==> config.mk <==
export PLATFORM = sky130hd
export DESIGN_NAME = data_mem_ctrl
export DESIGN_NICKNAME = d
export VERILOG_FILES = /design/src/rtl/data_mem_ctrl_pkg.sv /design/src/rtl/data_mem_ctrl_load_formatter.sv /design/src/rtl/data_mem_ctrl.sv
export SDC_FILE = /design/constraint.sdc
export NUM_CORES = 1
export LEC_CHECK = 0
export CELL_PAD_IN_SITES_DETAIL_PLACEMENT = 1
export CELL_PAD_IN_SITES_GLOBAL_PLACEMENT = 2
export CORE_MARGIN = 1.5
export CORE_UTILIZATION = 19
export DETAILED_ROUTE_END_ITERATION = 16
export PLACE_DENSITY = 0.86
export SYNTH_ARGS = -nofsm -noshare
export SYNTH_HDL_FRONTEND = slang
export SYNTH_SLANG_ARGS = --single-unit
==> constraint.sdc <==
create_clock -name clk -period 2.5 [get_ports clk]
set_input_delay 0.625 -clock clk [delete_from_list [all_inputs] [get_ports clk]]
set_output_delay 0.625 -clock clk [all_outputs]
set_load 0.01 [all_outputs]
==> src/rtl/data_mem_ctrl_pkg.sv <==
// Shared definitions for the data-memory controller: access sizes, extension
// modes and controller state encodings.
package data_mem_ctrl_pkg;

    localparam logic [1:0] MEM_SIZE_WORD = 2'b00;
    localparam logic [1:0] MEM_SIZE_HALF = 2'b01;
    localparam logic [1:0] MEM_SIZE_BYTE = 2'b10;

    localparam logic MEM_EXT_SIGN = 1'b0;
    localparam logic MEM_EXT_ZERO = 1'b1;

    typedef enum logic [1:0] {
        DMC_IDLE  = 2'b00,
        DMC_RWAIT = 2'b01,
        DMC_RESP  = 2'b10
    } dmc_state_e;

endpackage

==> src/rtl/data_mem_ctrl_load_formatter.sv <==
// Load result formatter: picks the addressed byte/half lane out of an SRAM
// word and sign- or zero-extends it to 32 bits.
module load_formatter
    import data_mem_ctrl_pkg::*;
(
    input  logic [31:0] word,
    input  logic [1:0]  size,
    input  logic [1:0]  offset,
    input  logic        ext,
    output logic [31:0] result
);

    logic [7:0]  byte_s;
    logic [15:0] half_s;

    // Lane selection and extension
    always_comb begin
        byte_s = word[{offset, 3'b000} +: 8];
        if (offset[1]) begin
            half_s = word[31:16];
        end else begin
            half_s = word[15:0];
        end
        case (size)
            MEM_SIZE_BYTE: begin
                if (ext == MEM_EXT_ZERO) begin
                    result = {24'h000000, byte_s};
                end else begin
                    result = {{24{byte_s[7]}}, byte_s};
                end
            end
            MEM_SIZE_HALF: begin
                if (ext == MEM_EXT_ZERO) begin
                    result = {16'h0000, half_s};
                end else begin
                    result = {{16{half_s[15]}}, half_s};
                end
            end
            MEM_SIZE_WORD: result = word;
            default:       result = word;
        endcase
    end

endmodule

==> src/rtl/data_mem_ctrl.sv <==
// CPU data-memory responder: turns held load/store requests into byte-lane
// SRAM accesses and returns a registered one-cycle ready pulse.
module data_mem_ctrl
    import data_mem_ctrl_pkg::*;
#(
    parameter int ADDR_WIDTH = 12,
    parameter int RD_LATENCY = 1
) (
    input  logic                  clk,
    input  logic                  rst_n,
    input  logic                  memRead,
    input  logic                  memWrite,
    input  logic [1:0]            memDataSize,
    input  logic                  memBitExt,
    input  logic [31:0]           addr,
    input  logic [31:0]           wdata,
    output logic [31:0]           rdata,
    output logic                  ready,
    output logic                  err,
    output logic                  mem_en,
    output logic [3:0]            mem_we,
    output logic [ADDR_WIDTH-1:0] mem_addr,
    output logic [31:0]           mem_wdata,
    input  logic [31:0]           mem_rdata
);

    localparam logic [1:0] LAT_INIT = 2'(RD_LATENCY);

    dmc_state_e  state_r, state_nxt_s;
    logic [1:0]  cnt_r;
    logic [1:0]  size_r;
    logic        ext_r;
    logic [1:0]  off_r;
    logic [31:0] rdata_r;
    logic        ready_r;
    logic        err_r;

    logic        req_s, bad_s;
    logic        en_s, latch_s, capture_s, ready_nxt_s, err_nxt_s;
    logic [3:0]  we_s, lane_we_s;
    logic [31:0] fmt_s;
    logic        unused_addr_s;

    assign rdata         = rdata_r;
    assign ready         = ready_r;
    assign err           = err_r;
    assign mem_addr      = addr[ADDR_WIDTH+1:2];
    assign unused_addr_s = ^{addr[31:ADDR_WIDTH+2]};
    // Gated by rst_n so a request held through reset never reaches the SRAM
    assign mem_en        = en_s & rst_n;
    assign mem_we        = we_s & {4{rst_n}};

    // Store lane enables and lane-replicated store data
    always_comb begin
        case (memDataSize)
            MEM_SIZE_BYTE: begin
                lane_we_s = 4'b0001 << addr[1:0];
                mem_wdata = {4{wdata[7:0]}};
            end
            MEM_SIZE_HALF: begin
                if (addr[1]) begin
                    lane_we_s = 4'b1100;
                end else begin
                    lane_we_s = 4'b0011;
                end
                mem_wdata = {2{wdata[15:0]}};
            end
            MEM_SIZE_WORD: begin
                lane_we_s = 4'b1111;
                mem_wdata = wdata;
            end
            default: begin
                lane_we_s = 4'b0000;
                mem_wdata = wdata;
            end
        endcase
    end

    // Request legality check
    always_comb begin
        req_s = memRead | memWrite;
        bad_s = (memRead & memWrite)
              | (memDataSize == 2'b11)
              | ((memDataSize == MEM_SIZE_WORD) & (addr[1:0] != 2'b00))
              | ((memDataSize == MEM_SIZE_HALF) & addr[0]);
    end

    // Next-state and issue decode
    always_comb begin
        state_nxt_s = state_r;
        en_s        = 1'b0;
        we_s        = 4'b0000;
        latch_s     = 1'b0;
        capture_s   = 1'b0;
        ready_nxt_s = 1'b0;
        err_nxt_s   = 1'b0;
        case (state_r)
            DMC_IDLE: begin
                if (req_s) begin
                    if (bad_s) begin
                        state_nxt_s = DMC_RESP;
                        ready_nxt_s = 1'b1;
                        err_nxt_s   = 1'b1;
                    end else if (memWrite) begin
                        en_s        = 1'b1;
                        we_s        = lane_we_s;
                        state_nxt_s = DMC_RESP;
                        ready_nxt_s = 1'b1;
                    end else begin
                        en_s        = 1'b1;
                        latch_s     = 1'b1;
                        state_nxt_s = DMC_RWAIT;
                    end
                end else begin
                    state_nxt_s = DMC_IDLE;
                end
            end
            DMC_RWAIT: begin
                if (cnt_r == 2'd1) begin
                    capture_s   = 1'b1;
                    ready_nxt_s = 1'b1;
                    state_nxt_s = DMC_RESP;
                end else begin
                    state_nxt_s = DMC_RWAIT;
                end
            end
            DMC_RESP: state_nxt_s = DMC_IDLE;
            default:  state_nxt_s = DMC_IDLE;
        endcase
    end

    load_formatter u_fmt (
        .word   (mem_rdata),
        .size   (size_r),
        .offset (off_r),
        .ext    (ext_r),
        .result (fmt_s)
    );

    // State, load context and registered response
    always_ff @(posedge clk or negedge rst_n) begin
        if (!rst_n) begin
            state_r <= DMC_IDLE;
            cnt_r   <= 2'd0;
            size_r  <= 2'b00;
            ext_r   <= 1'b0;
            off_r   <= 2'b00;
            rdata_r <= 32'h0000_0000;
            ready_r <= 1'b0;
            err_r   <= 1'b0;
        end else begin
            state_r <= state_nxt_s;
            ready_r <= ready_nxt_s;
            err_r   <= err_nxt_s;
            if (latch_s) begin
                size_r <= memDataSize;
                ext_r  <= memBitExt;
                off_r  <= addr[1:0];
                cnt_r  <= LAT_INIT;
            end else if (state_r == DMC_RWAIT) begin
                cnt_r <= cnt_r - 2'd1;
            end
            if (capture_s) begin
                rdata_r <= fmt_s;
            end
        end
    end

endmodule
==> impl_summary.txt <==
----------------------------------------------------
[Clock network]
  Cell chosen for the clock root ... sky130_fd_sc_hd__clkbuf_16
  Worst skew pair latency ... 280 ps
  Maximum clock path buffer count ... 2
  Clk pin slew, worst setup/hold paths ... 60 ps
  Clk sink count ... 42
  CTS buffer count ... 5
  CTS tree ... yes
  Number of H-tree levels ... 2

[STA]
  Final worst path period share ... 99.4%
  Transition time of the tightest slew-check pin ... 611 ps
  Final number of hold-violating endpoints ... 0
  Final Worst Setup Slack ... 15.4 ps
  Number of pins exceeding their max-slew limit in the final report ... 0
  Maximum achievable frequency ... 0.402 GHz
  Count of final setup violators ... 0
  Worst clock skew on the final layout ... 5.07 ps
  RSZ-0062 raised after global routing ... yes
  Total Negative Setup Slacks ... 0 ps
  Tightest slew margin relative to the limit ... 59.2%
  Minimum period implied by the final worst setup slack ... 2480 ps

[Status]
  Result of the run ... finished clean

[Setup path]
  Maximum fanout along the worst path ... 3
  Largest stage delay, worst path ... 190 ps
  CP required ... 1880 ps
  Startpoint class of the critical path ... input port
  Cell family with the largest share of critical-path delay ... buffers and inverters
  CP bufs+invs ... 4
  Crit path kind ... input port to primary output
  Endpoint class of the critical path ... primary output
  Critical Path Slowest Stage Cell ... sky130_fd_sc_hd__buf_4
  Critical path, cell by cell ... buf_8 -> buf_6 -> ha_4 -> a211oi_4 -> or2_4 -> nand4_1 -> buf_4 -> nor2_2 -> buf_2
  Arr. time, crit path ... 1860 ps

[Finish]
  Area of all placed cells without fillers ... 0.00489 mm²
  Final design utilization ... 33.3%
  Inserted Diodes ... 0
  Synth-to-layout area growth ... 69.6%
  Layout cells sized above 1 ... 23.8%
  Count of nets after finishing ... 598

[Power]
  Share of total power in sequential cells ... 28.3%
  Static leakage power ... 2.05 nW
  Worst voltage drop across the vdd grid ... 0.000362 V
  Post-layout total power ... 0.00418 W
  Switching share of power ... 37.9%
  Power Internal ... 0.00259 W
  Reported net switching power ... 0.00159 W
  Clock power frac ... 17.5%
  Power density normalized to cell area ... 854 mW/mm²
  Share of total power in combinational logic ... 54.2%

[Flow run]
  Max-cap violations ... 0

[Drt]
  Remaining design rule violation count ... 0
  First-iteration detailed-routing DRC count ... 95
  Post-Route WL ... 11.9 mm
  Count of antenna-violating nets left after detailed routing ... 0
  Wirelength per Cell ... 17.7 µm
  Total number of vias ... 3186
  First-pass detailed-route iteration total ... 4
  Ratio of routed vias to standard cells ... 4.74

[Synth]
  Number of synthesized register bits ... 42
  Post-Synthesis Net Count ... 448
  Top cells by area in the synthesized netlist ... sky130_fd_sc_hd__dfrtp_1, sky130_fd_sc_hd__a21oi_1, sky130_fd_sc_hd__o211ai_1
  Fraction of synthesized cell area taken by the top area cell type ... 36.4%
  Number of enable flip-flop cells after synthesis ... 0
  Distinct cell type count of the synthesized netlist ... 40
  Ranking of synthesized cells by instance count ... sky130_fd_sc_hd__dfrtp_1, sky130_fd_sc_hd__a21oi_1, sky130_fd_sc_hd__nand2_1
  Share of the yosys chip area belonging to registers ... 36.4%
  Most common cell in the synthesized netlist ... sky130_fd_sc_hd__dfrtp_1
  Library cell with the largest summed area after synthesis ... sky130_fd_sc_hd__dfrtp_1
  Primary flip-flop cell chosen by synthesis mapping ... sky130_fd_sc_hd__dfrtp_1
  Gate Count Post-Synth ... 337
  Warnings from Yosys ... 0
  Share of flip-flops with an asynchronous set or reset after synthesis ... 100%
  Synthesized area divided by synthesized cell count ... 8.56 µm²
  Post-Synthesis Cell Area ... 0.00288 mm²

[Min path]
  Path type of the worst min-delay path ... register to register

[Die]
  Die Span X ... 126 µm
  CORE AREA ... 0.0147 mm²
  Die footprint ... 0.0159 mm²
  I/O pin count ... 186
  Number of rows in the core area ... 44
  Starting utilization of the core area ... 19.6%
  Vertical die dimension ... 126 µm

[Placed design]
  Final weighted congestion in routability-driven placement ... 0.839
  Detailed Place HPWL ... 9.41 mm
  Cell Area, Placed ... 0.00455 mm²
  Number of buffers added on ports ... 143
  Setup slack at placement ... -980 ps

[Global route]
  Total Routing Usage GR ... 14.6%
  Largest net degree at the start of global routing ... 43
  Remaining global-route overflow ... 0
  Vias in the first global route ... 3484
  Global-route wire length before repair ... 18.5 mm
  Antenna violations before repair ... 0

----------------------------------------------------
## layout make-up
type	count	area, µm²
Clock buffer	7	133
Clock inverter	1	30.0
Fill cell	1685	9810
Inverter	17	68.8
Multi-Input combinational cell	232	1660
Sequential cell	42	1050
Tap cell	184	230
Timing Repair Buffer	189	1720
## final timing paths
path                       slack, ps  depth (start not counted)    endpoint            from
max                               20                          9   mem_we[3]  memDataSize[1]
min                              510                          2    rdata[7]        rdata[7]
max reg2reg                      420                          6    rdata[4]       size_r[0]
min reg2reg                      510                          2    rdata[7]        rdata[7]
max in group asynchronous       1500                          3   rdata[14]           rst_n
min in group asynchronous        610                          3  state_r[1]           rst_n
## timing repair
action | 4_1_cts | 5_1_grt
pin swaps | 9 | 1
setup endpoints to repair | 29 | 22
gates cloned | 0 | 0
setup buffers | 7 | 2
hold buffers | 0 | 0
resized for setup | 116 | 32
## sequential cells by signal, summed over array words and instances, names as in the netlist
signal	flops
rdata	32
size_r	2
err	1
cnt_r	2
off_r	2
ext_r	1
state_r	2
## worst register-to-register path: stages (launching register included)
cell	delay [ps]
sky130_fd_sc_hd__dfrtp_1	380
sky130_fd_sc_hd__inv_1	90
sky130_fd_sc_hd__ha_1	200
sky130_fd_sc_hd__nor2b_1	530
sky130_fd_sc_hd__o21bai_1	120
sky130_fd_sc_hd__a21oi_1	460
sky130_fd_sc_hd__a221o_1	240
## power groups by stage
| stage | combinational (W) | sequential, W | clock, W |
|---|---|---|---|
| after floorplan | 0.00107 | 0.00125 | 0 |
| after global placement | 0.00217 | 0.00118 | 0 |
| after detailed placement | 0.00224 | 0.00120 | 0 |
| after CTS | 0.00227 | 0.00119 | 0.000747 |
| after global routing | 0.00246 | 0.00122 | 0.000774 |
| final | 0.00226 | 0.00118 | 0.000733 |
## metal layers
layer,routed length [µm],part of all wire [%],global-route usage [%]
met1,4920,41,17.3
met2,6090,51,26.9
met3,784,6.6,3.27
met4,129,1.1,2.64
met5,0,0,0
## cells by family (layout without fill, tap and decap cells)
family / after synthesis / after routing / synth area share [%]
muxes: 15 / 15 / 6.16
AOI/OAI and AO/OA: 136 / 136 / 30.7
adders and majority gates: 8 / 8 / 3.47
DFF: 42 / 42 / 36.4
and+or+nand+nor: 72 / 72 / 11.5
buffers and inverters: 63 / 214 / 11.5
xor gates and xnor gates: 1 / 1 / 0.304
## cells in the final DEF, fill, tap and decap left out, types with 10 or more instances in the layout
master	count
sky130_fd_sc_hd__clkdlybuf4s50_1	108
sky130_fd_sc_hd__dfrtp_1	42
sky130_fd_sc_hd__buf_4	38
sky130_fd_sc_hd__a21oi_1	37
sky130_fd_sc_hd__nand2_1	35
sky130_fd_sc_hd__o21ai_0	27
sky130_fd_sc_hd__o211ai_1	24
sky130_fd_sc_hd__inv_1	15
sky130_fd_sc_hd__nor2_1	15
sky130_fd_sc_hd__a22oi_1	13
sky130_fd_sc_hd__mux2_2	12
sky130_fd_sc_hd__buf_6	11
sky130_fd_sc_hd__buf_2	10
## metrics by stage
stage          hold WS, ps  std cells
2_1_floorplan          329        337
3_3_place_gp           484        655
3_5_place_dp           495        655
4_1_cts                515        670
5_1_grt                539        672
6_report               507        672
(Power assumes the default switching activity.)
